===== src/rtl/ahb_lite_subordinate_bridge.sv =====
// rtl/ahb_lite_subordinate_bridge.sv - AHB-Lite subordinate to single-outstanding valid/ready backend bridge
module ahb_lite_subordinate_bridge #(
   parameter int ADDR_WIDTH = 32,
   parameter int DATA_WIDTH = 32,
   parameter int TIMEOUT    = 255
) (
   input  logic                    HCLK,
   input  logic                    HRESETn,
   input  logic                    HSEL,
   input  logic                    HREADY,
   input  logic                    HWRITE,
   input  logic [1:0]              HTRANS,
   input  logic [2:0]              HSIZE,
   input  logic [ADDR_WIDTH-1:0]   HADDR,
   input  logic [DATA_WIDTH-1:0]   HWDATA,
   output logic                    HREADYOUT,
   output logic                    HRESP,
   output logic [DATA_WIDTH-1:0]   HRDATA,
   output logic                    req_valid,
   input  logic                    req_ready,
   output logic                    req_write,
   output logic [ADDR_WIDTH-1:0]   req_addr,
   output logic [DATA_WIDTH-1:0]   req_wdata,
   output logic [DATA_WIDTH/8-1:0] req_strb,
   input  logic                    rsp_valid,
   input  logic [DATA_WIDTH-1:0]   rsp_rdata,
   input  logic                    rsp_error
);
   localparam int NB = DATA_WIDTH / 8;
   localparam int LW = $clog2(NB);
   localparam int CW = (TIMEOUT < 2) ? 1 : $clog2(TIMEOUT + 1);
   localparam logic [CW-1:0] TO_LIMIT = CW'(TIMEOUT);

   typedef enum logic [2:0] {S_IDLE, S_REQ, S_WAIT, S_DONE, S_ERR1, S_ERR2, S_DRAIN} state_t;

   state_t                state_q, state_d;
   logic [ADDR_WIDTH-1:0] addr_q;
   logic                  write_q;
   logic [NB-1:0]         strb_q, strb_c;
   logic [DATA_WIDTH-1:0] wdata_q, rdata_q;
   logic                  wdata_held_q;
   logic                  drain_q, drain_d;
   logic                  pending_q, pending_d;
   logic [CW-1:0]         cnt_q;
   logic [7:0]            xfer_bytes;
   logic [LW-1:0]         lane_off;
   logic                  illegal, capture, accepting;

   always_comb begin
      xfer_bytes = 8'd1 << HSIZE;
      lane_off   = HADDR[LW-1:0];
      illegal    = (xfer_bytes > 8'(NB)) || ((lane_off & (xfer_bytes[LW-1:0] - LW'(1))) != '0);
      for (int i = 0; i < NB; i++)
         strb_c[i] = (i >= int'(lane_off)) && (i < int'(lane_off) + int'(xfer_bytes));
   end

   assign capture   = HSEL && HREADY && (HTRANS == 2'b10 || HTRANS == 2'b11);
   // States that end a data phase with HREADYOUT=1 may accept the next address phase
   assign accepting = (state_q == S_IDLE) || (state_q == S_DONE) || (state_q == S_ERR2) ||
                      (state_q == S_DRAIN && !pending_q);

   always_comb begin
      state_d   = state_q;
      drain_d   = drain_q;
      pending_d = pending_q;
      if (accepting) begin
         if (state_q == S_DRAIN && rsp_valid) drain_d = 1'b0;
         if (capture && illegal) begin
            state_d = S_ERR1;
         end else if (drain_d) begin
            state_d   = S_DRAIN;
            pending_d = capture;
         end else begin
            state_d = capture ? S_REQ : S_IDLE;
         end
      end else begin
         case (state_q)
            S_REQ:  if (req_ready) state_d = S_WAIT;
            S_WAIT: begin
               if (rsp_valid) begin
                  state_d = rsp_error ? S_ERR2 : S_DONE;
               end else if (TIMEOUT != 0 && cnt_q == TO_LIMIT) begin
                  state_d = S_ERR1;
                  drain_d = 1'b1;
               end
            end
            S_ERR1: state_d = S_ERR2;
            // Held transfer waits for the stale response before issuing its own request
            S_DRAIN: if (rsp_valid) begin
               drain_d   = 1'b0;
               pending_d = 1'b0;
               state_d   = S_REQ;
            end
            default: state_d = S_IDLE;
         endcase
      end
   end

   always_comb begin
      HREADYOUT = 1'b1;
      HRESP     = 1'b0;
      case (state_q)
         S_REQ:   HREADYOUT = 1'b0;
         S_WAIT:  begin
            HREADYOUT = 1'b0;
            HRESP     = rsp_valid && rsp_error;
         end
         S_ERR1:  begin
            HREADYOUT = 1'b0;
            HRESP     = 1'b1;
         end
         S_ERR2:  HRESP = 1'b1;
         S_DRAIN: HREADYOUT = !pending_q;
         default: ;
      endcase
   end

   always_ff @(posedge HCLK) begin
      if (!HRESETn) begin
         state_q      <= S_IDLE;
         drain_q      <= 1'b0;
         pending_q    <= 1'b0;
         cnt_q        <= '0;
         rdata_q      <= '0;
         strb_q       <= '0;
         addr_q       <= '0;
         write_q      <= 1'b0;
         wdata_q      <= '0;
         wdata_held_q <= 1'b0;
      end else begin
         state_q   <= state_d;
         drain_q   <= drain_d;
         pending_q <= pending_d;
         if (capture && accepting && !illegal) begin
            addr_q  <= HADDR;
            write_q <= HWRITE;
            strb_q  <= strb_c;
         end
         // First REQ cycle forwards HWDATA live and latches it for any backpressured cycles
         if (state_q == S_REQ) begin
            wdata_held_q <= !req_ready;
            if (!wdata_held_q) wdata_q <= HWDATA;
         end else begin
            wdata_held_q <= 1'b0;
         end
         if (state_q == S_REQ && req_ready) cnt_q <= '0;
         else if (state_q == S_WAIT)        cnt_q <= cnt_q + 1'b1;
         if (state_q == S_WAIT && rsp_valid && !write_q) rdata_q <= rsp_rdata;
      end
   end

   assign HRDATA    = rdata_q;
   assign req_valid = (state_q == S_REQ);
   assign req_write = write_q;
   assign req_addr  = addr_q;
   assign req_strb  = strb_q;
   assign req_wdata = wdata_held_q ? wdata_q : HWDATA;
endmodule


===== config.mk =====
export PLATFORM = sky130hd
export DESIGN_NAME = ahb_lite_subordinate_bridge
export DESIGN_NICKNAME = d
export VERILOG_FILES = /design/src/rtl/ahb_lite_subordinate_bridge.sv
export SDC_FILE = /design/constraint.sdc
export NUM_CORES = 1
export LEC_CHECK = 0
export CAP_MARGIN = 10
export CORE_MARGIN = 5
export CORE_UTILIZATION = 43
export DETAILED_ROUTE_END_ITERATION = 7
export PLACE_DENSITY = 0.81
export SYNTH_ARGS = -nofsm -noshare
export SYNTH_HDL_FRONTEND = slang
export SYNTH_SLANG_ARGS = --single-unit

===== constraint.sdc =====
create_clock -name HCLK -period 2.6 [get_ports HCLK]
set_input_delay 0.52 -clock HCLK [delete_from_list [all_inputs] [get_ports HCLK]]
set_output_delay 0.52 -clock HCLK [all_outputs]
set_load 0.01 [all_outputs]

==> results_dict.tcl, run 1 <==
set metrics [dict create \
    wl_met3_um 1140 \
    cts_hold_buf 0 \
    antenna_found_initial 0 \
    ys_seq_area_share_pct 44.6 \
    vias 4726 \
    criticalPathCategory "flop to output pin" \
    reg2reg_from "state_q[1]" \
    rsz0062_at_grt "false" \
    min_period_ns 2.42 \
    final_cell_mix "clkdlybuf4s50_1, nand2_1, dfxtp_1" \
    synthMuxAreaShare_pct 13.4 \
    slew_violations 0 \
    drive_above_1_share_pct 12.1 \
    yosysTopAreaCellShare_pct 44.6 \
    avgSynthCellArea_um2 9.13 \
    routed_wl_um 14100 \
    worstMarginPinSlew_ns 0.617 \
    synth_area_mm2 0.00516 \
    crit_fanout 26 \
    r2r_slack_ns 0.42 \
    grt_pass1_vias 4803 \
    synth_top_family_by_area "simple AND/OR/NAND/NOR gates" \
    ys_warn_count 0 \
    cp-start-kind "flop" \
    ir_worst_vdd_mv 0.435 \
    ys_seq_elements 115 \
    num_io_pins 213 \
    post_cts_resized 1 \
    final_common_cell "clkdlybuf4s50_1" \
    r2r_end "req_addr[25]" \
    wire_per_inst_um 15.0 \
    worstSkewPairLatency_ns 0.40 \
    min_from "req_addr[18]" \
    via_per_inst 5.03 \
    synthDistinctLibCells 52 \
    num-fill-cells 915 \
    worst_r2r_path_depth 6 \
    yosysTopAreaCell "dfxtp_1" \
    cts_tree "yes" \
    core_mm2 0.0119 \
    holdPathStages 2 \
    drc 0 \
    htreeDepth 4 \
    dp_hpwl_um 10600 \
    worst_ep_required_time_ns 2.08 \
    status "finished clean" \
    die-area_mm2 0.0143 \
    synthesis.nets 679 \
    worstPathCellList "buf_12 > mux2_2 > clkdlybuf4s50_1" \
    hold_path_class "flop to flop" \
    cts.sink_count 115 \
    final_cell_area_mm2 0.00817 \
    final.setup_skew_ns 0.0113 \
    floorplan.initialDensity_pct 43.5 \
    synthSimpleGateAreaFrac_pct 20.7 \
    synth_area_leaders "dfxtp_1, nand2_1, a21boi_1" \
    ant_nets 0 \
    io_buffers 211 \
    slowest_delay_ns 0.50 \
    rows 40 \
    worstPathArrival_ns 1.90 \
    synth-xor-area-share_pct 1.33 \
    setup-violations-final 0 \
    globalRouteTotalUtil_pct 19.6 \
    hold_viol 0 \
    drt_iter0_markers 197 \
    nets 893 \
    met2WireLength_um 6910 \
    synth_flop_cell "dfxtp_1" \
    post-route-period-util_pct 93.2 \
    globalplace.congestion 0.777 \
    syn2layout_area_growth_pct 58.3 \
    synth_adder_area_share_pct 1.36 \
    max_freq_mhz 412 \
    die_height_um 120 \
    grt_pass1_wl_um 23100 \
    cts_buffers 17 \
    postCtsSetupRepairBufs 0 \
    wl_met1_um 5620 \
    syn_inst 565 \
    leakage_uw 0.00289 \
    async_flop_share_pct 0 \
    grt_max_degree 43 \
    crit_slowest_cell "clkdlybuf4s50_1" \
    post_dp_cell_area_mm2 0.00747 \
    powerDensity_mw_per_mm2 797 \
    final_util_pct 68.9 \
    synth_edf_count 0 \
    maxSlewHeadroom_pct 58.9 \
    drtPass1Iterations 4 \
    synth_compound_area_share_pct 14.6 \
    cts_root_buf "clkbuf_16" \
    holdPathEnd "req_addr[18]" \
    cap_violations 0 \
    globalRoute.totalOverflow 0 \
    crit_path_end_kind "output pin" \
    die_w_um 120 \
    clk_pin_slew_ns 0.05 \
    num_antenna_cells 0 \
    ctsLongestPathBuffers 2 \
    dr.max_layer_used "met4" \
]
## cell usage after synthesis (all sizes together) (2+ instances only)
cell	count
xor2	4
mux2	32
mux2i	33
a21oi	8
a21boi	68
dfxtp	115
o21ai	7
nand2b	2
and3	3
or4	2
or3	4
nand2	148
a31oi	2
o211a	3
a211oi	2
nor2	11
nor3b	4
xnor2	3
clkbuf	23
nor3	5
ha	4
buf	15
nor2b	34
nand3	4
inv	6
nand4	5
## routing by layer
metal | track usage, % | up-vias
met5 | 0 | -
met4 | 7.87 | 0
met3 | 7.92 | 31
met2 | 33.3 | 174
met1 | 21.9 | 2185
li1 | - | 2336
## worst max-delay path by stage
stage,start,to,slack (ns),cells after the start
after floorplan,HSIZE[1],req_strb[2],0.47,9
after global placement,HSIZE[0],req_strb[2],-0.003,9
after detailed placement,HSIZE[0],req_strb[2],-0.09,9
after CTS,wdata_held_q,req_wdata[25],0.02,3
after global routing,wdata_held_q,req_wdata[1],0.1,3
final,wdata_held_q,req_wdata[28],0.18,3
## area by class of cell
type	count	area (um^2)	area share [%]
inverters	6	22.5	0.276
repair buffers	233	2300	28.1
clock inverters	13	256	3.14
flip-flops and latches	115	2310	28.2
clock buffers	19	433	5.30
well taps	147	184	2.25
multi-input cells	406	2670	32.7
## metrics by stage
| step | hold slack, ns | setup slack (ns) | setup TNS (ns) | total power, uW | instances |
|---|---|---|---|---|---|
| 6_report | 0.449 | 0.176 | 0 | 6510 | 939 |
| 5_1_grt | 0.466 | 0.0981 | 0 | 6820 | 939 |
| 4_1_cts | 0.451 | 0.0155 | 0 | 6580 | 939 |
| 3_5_place_dp | 0.444 | -0.0864 | -0.0904 | 3840 | 907 |
| 3_3_place_gp | 0.440 | -0.00295 | -0.00295 | 3780 | 907 |
| 2_1_floorplan | 0.458 | 0.469 | 0 | 3150 | 565 |
## state kept, by name, summed over array words and instances, names as in the netlist
| signal | count |
|---|---|
| req_strb | 4 |
| req_write | 1 |
| drain_q | 1 |
| req_addr | 32 |
| HRDATA | 32 |
| wdata_held_q | 1 |
| cnt_q | 8 |
| wdata_q | 32 |
| pending_q | 1 |
| state_q | 3 |
## power breakdown
group          switching (uW)  internal, uW  leakage (uW)
clock network             804          1900      0.000327
logic                     758           916       0.00164
registers                 176          1960      0.000931
## kinds of logic after synthesis
kind of cell               count (synthesis)
buffers and inverters                     44
DFF                                      115
xor gates and xnor gates                   7
AOI/OAI and AO/OA                        101
adders and majority gates                  5
and+or+nand+nor                          228
muxes                                     65
## critical path: cells and delay by family (launching register included)
kind | cells | cell delay (ns)
multiplexers | 1 | 0.36
buffers and inverters | 2 | 0.71
flip-flops | 1 | 0.43
(Power assumes the default switching activity.)
==> run 2: changes to the inputs <==
MAX_ROUTING_LAYER = met4   (was default)
==> results_dict.tcl, run 2 (same netlist as run 1, synthesis figures left out) <==
set metrics [dict create \
    status "finished clean" \
    hold_viol 0 \
    nets 893 \
    final_common_cell "clkdlybuf4s50_1" \
    cts_buffers 17 \
    grt_max_degree 43 \
    worstMarginPinSlew_ns 0.602 \
    worstPathArrival_ns 1.90 \
    grt_pass1_wl_um 23000 \
    dr.max_layer_used "met4" \
    cts_root_buf "clkbuf_16" \
    wire_per_inst_um 15.0 \
    syn2layout_area_growth_pct 58.3 \
    cts_tree "yes" \
    maxSlewHeadroom_pct 59.9 \
    htreeDepth 4 \
    antenna_found_initial 0 \
    rows 40 \
    finalPower_uw 6510 \
    via_per_inst 5.02 \
    ir_worst_vdd_mv 0.434 \
    drc 0 \
    powerDensity_mw_per_mm2 797 \
    die_height_um 120 \
    ctsLongestPathBuffers 2 \
    io_buffers 211 \
    cts.sink_count 115 \
    max_freq_mhz 412 \
    globalRouteTotalUtil_pct 20.2 \
    num_io_pins 213 \
    worst_ep_required_time_ns 2.08 \
    worst_r2r_path_depth 6 \
    min_period_ns 2.42 \
    slew_violations 0 \
    die-area_mm2 0.0143 \
    core_mm2 0.0119 \
    p_int_uw 4770 \
    globalplace.congestion 0.788 \
    drt_iter0_markers 214 \
    final_cell_mix "clkdlybuf4s50_1, nand2_1, dfxtp_1" \
    floorplan.initialDensity_pct 43.5 \
    crit_path_end_kind "output pin" \
    worst_slack_ns 0.175 \
    hold_path_class "flop to flop" \
    ant_nets 0 \
    leakage_uw 0.00289 \
    rsz0062_at_grt "false" \
    criticalPathCategory "flop to output pin" \
    cp-start-kind "flop" \
    p_clk_share_pct 41.5 \
    num_antenna_cells 0 \
    vias 4717 \
    routed_wl_um 14100 \
    holdPathStages 2 \
    dp_hpwl_um 10600 \
    drive_above_1_share_pct 12.1 \
    p_sw_uw 1740 \
    postCtsSetupRepairBufs 0 \
    post-route-period-util_pct 93.3 \
    clk_pin_slew_ns 0.05 \
    drtPass1Iterations 5 \
    crit_fanout 26 \
    die_w_um 120 \
    wl_met1_um 5720 \
    final.setup_skew_ns 0.0120 \
    setup-violations-final 0 \
    cap_violations 0 \
    pwr-share-comb_pct 25.7 \
    p_sw_share_pct 26.7 \
    wl_met3_um 999 \
    dp_slack_ns -0.0864 \
    seqPwrFrac_pct 32.8 \
    globalRoute.totalOverflow 0 \
    met2WireLength_um 6960 \
    cts_hold_buf 0 \
    worstSkewPairLatency_ns 0.40 \
    grt_pass1_vias 4825 \
    finalSetupTns_ns 0 \
]
[run 2: cell counts in the layout (fill, tap and decap cells not counted)]
No cell type changed its count.
[run 2: path summary, 6_finish.rpt]
kind,from,end,slack (ns)
setup reg to reg,state_q[1],req_addr[25],0.43
hold reg to reg,req_addr[18],req_addr[18],0.45
setup / recovery,wdata_held_q,req_wdata[28],0.18
hold / removal,req_addr[18],req_addr[18],0.45
[run 2: layout make-up]
class,instances,area [um^2]
fill,915,3690
multi-input combinational,406,2670
sequential,115,2310
timing repair buffer,233,2300
clock buffer,19,433
clock inverter,13,256
tap,147,184
inverter,6,22.5
[run 2: worst max-delay path, cell delays in order (launching register included)]
cell	delay, ns
dfxtp_2	0.43
buf_12	0.21
mux2_2	0.36
clkdlybuf4s50_1	0.50
[run 2: power groups by stage]
stage / registers [uW] / logic [uW] / clock network [uW]
finish: 2130 / 1670 / 2700
global route: 2160 / 1820 / 2840
CTS: 2130 / 1690 / 2750
detailed placement: 2160 / 1680 / 0
global placement: 2140 / 1640 / 0
floorplan: 2100 / 1050 / 0
[run 2: repair_timing]
item,in CTS,in global routing
setup endpoints to repair,1,24
gates resized for setup,1,2
cloned,0,0
hold endpoints to repair,0,0
[run 2: per-layer routing]
| metal | GRT usage (%) | vias to the layer above |
|---|---|---|
| met5 | - | - |
| met4 | 7.66 | 0 |
| met3 | 7.02 | 28 |
| met2 | 33.4 | 177 |
| met1 | 22.8 | 2177 |
| li1 | - | 2335 |
[run 2: metrics by stage]
| step | util, % | hold WS (ns) | cell area [um^2] | std cells |
|---|---|---|---|---|
| 2_1_floorplan | - | 0.458 | 5160 | 565 |
| 3_3_place_gp | 63.0 | 0.440 | 7470 | 907 |
| 3_5_place_dp | 63.0 | 0.444 | 7470 | 907 |
| 4_1_cts | 68.8 | 0.451 | 8160 | 939 |
| 5_1_grt | 68.9 | 0.466 | 8170 | 939 |
| 6_report | 68.9 | 0.449 | 8170 | 939 |
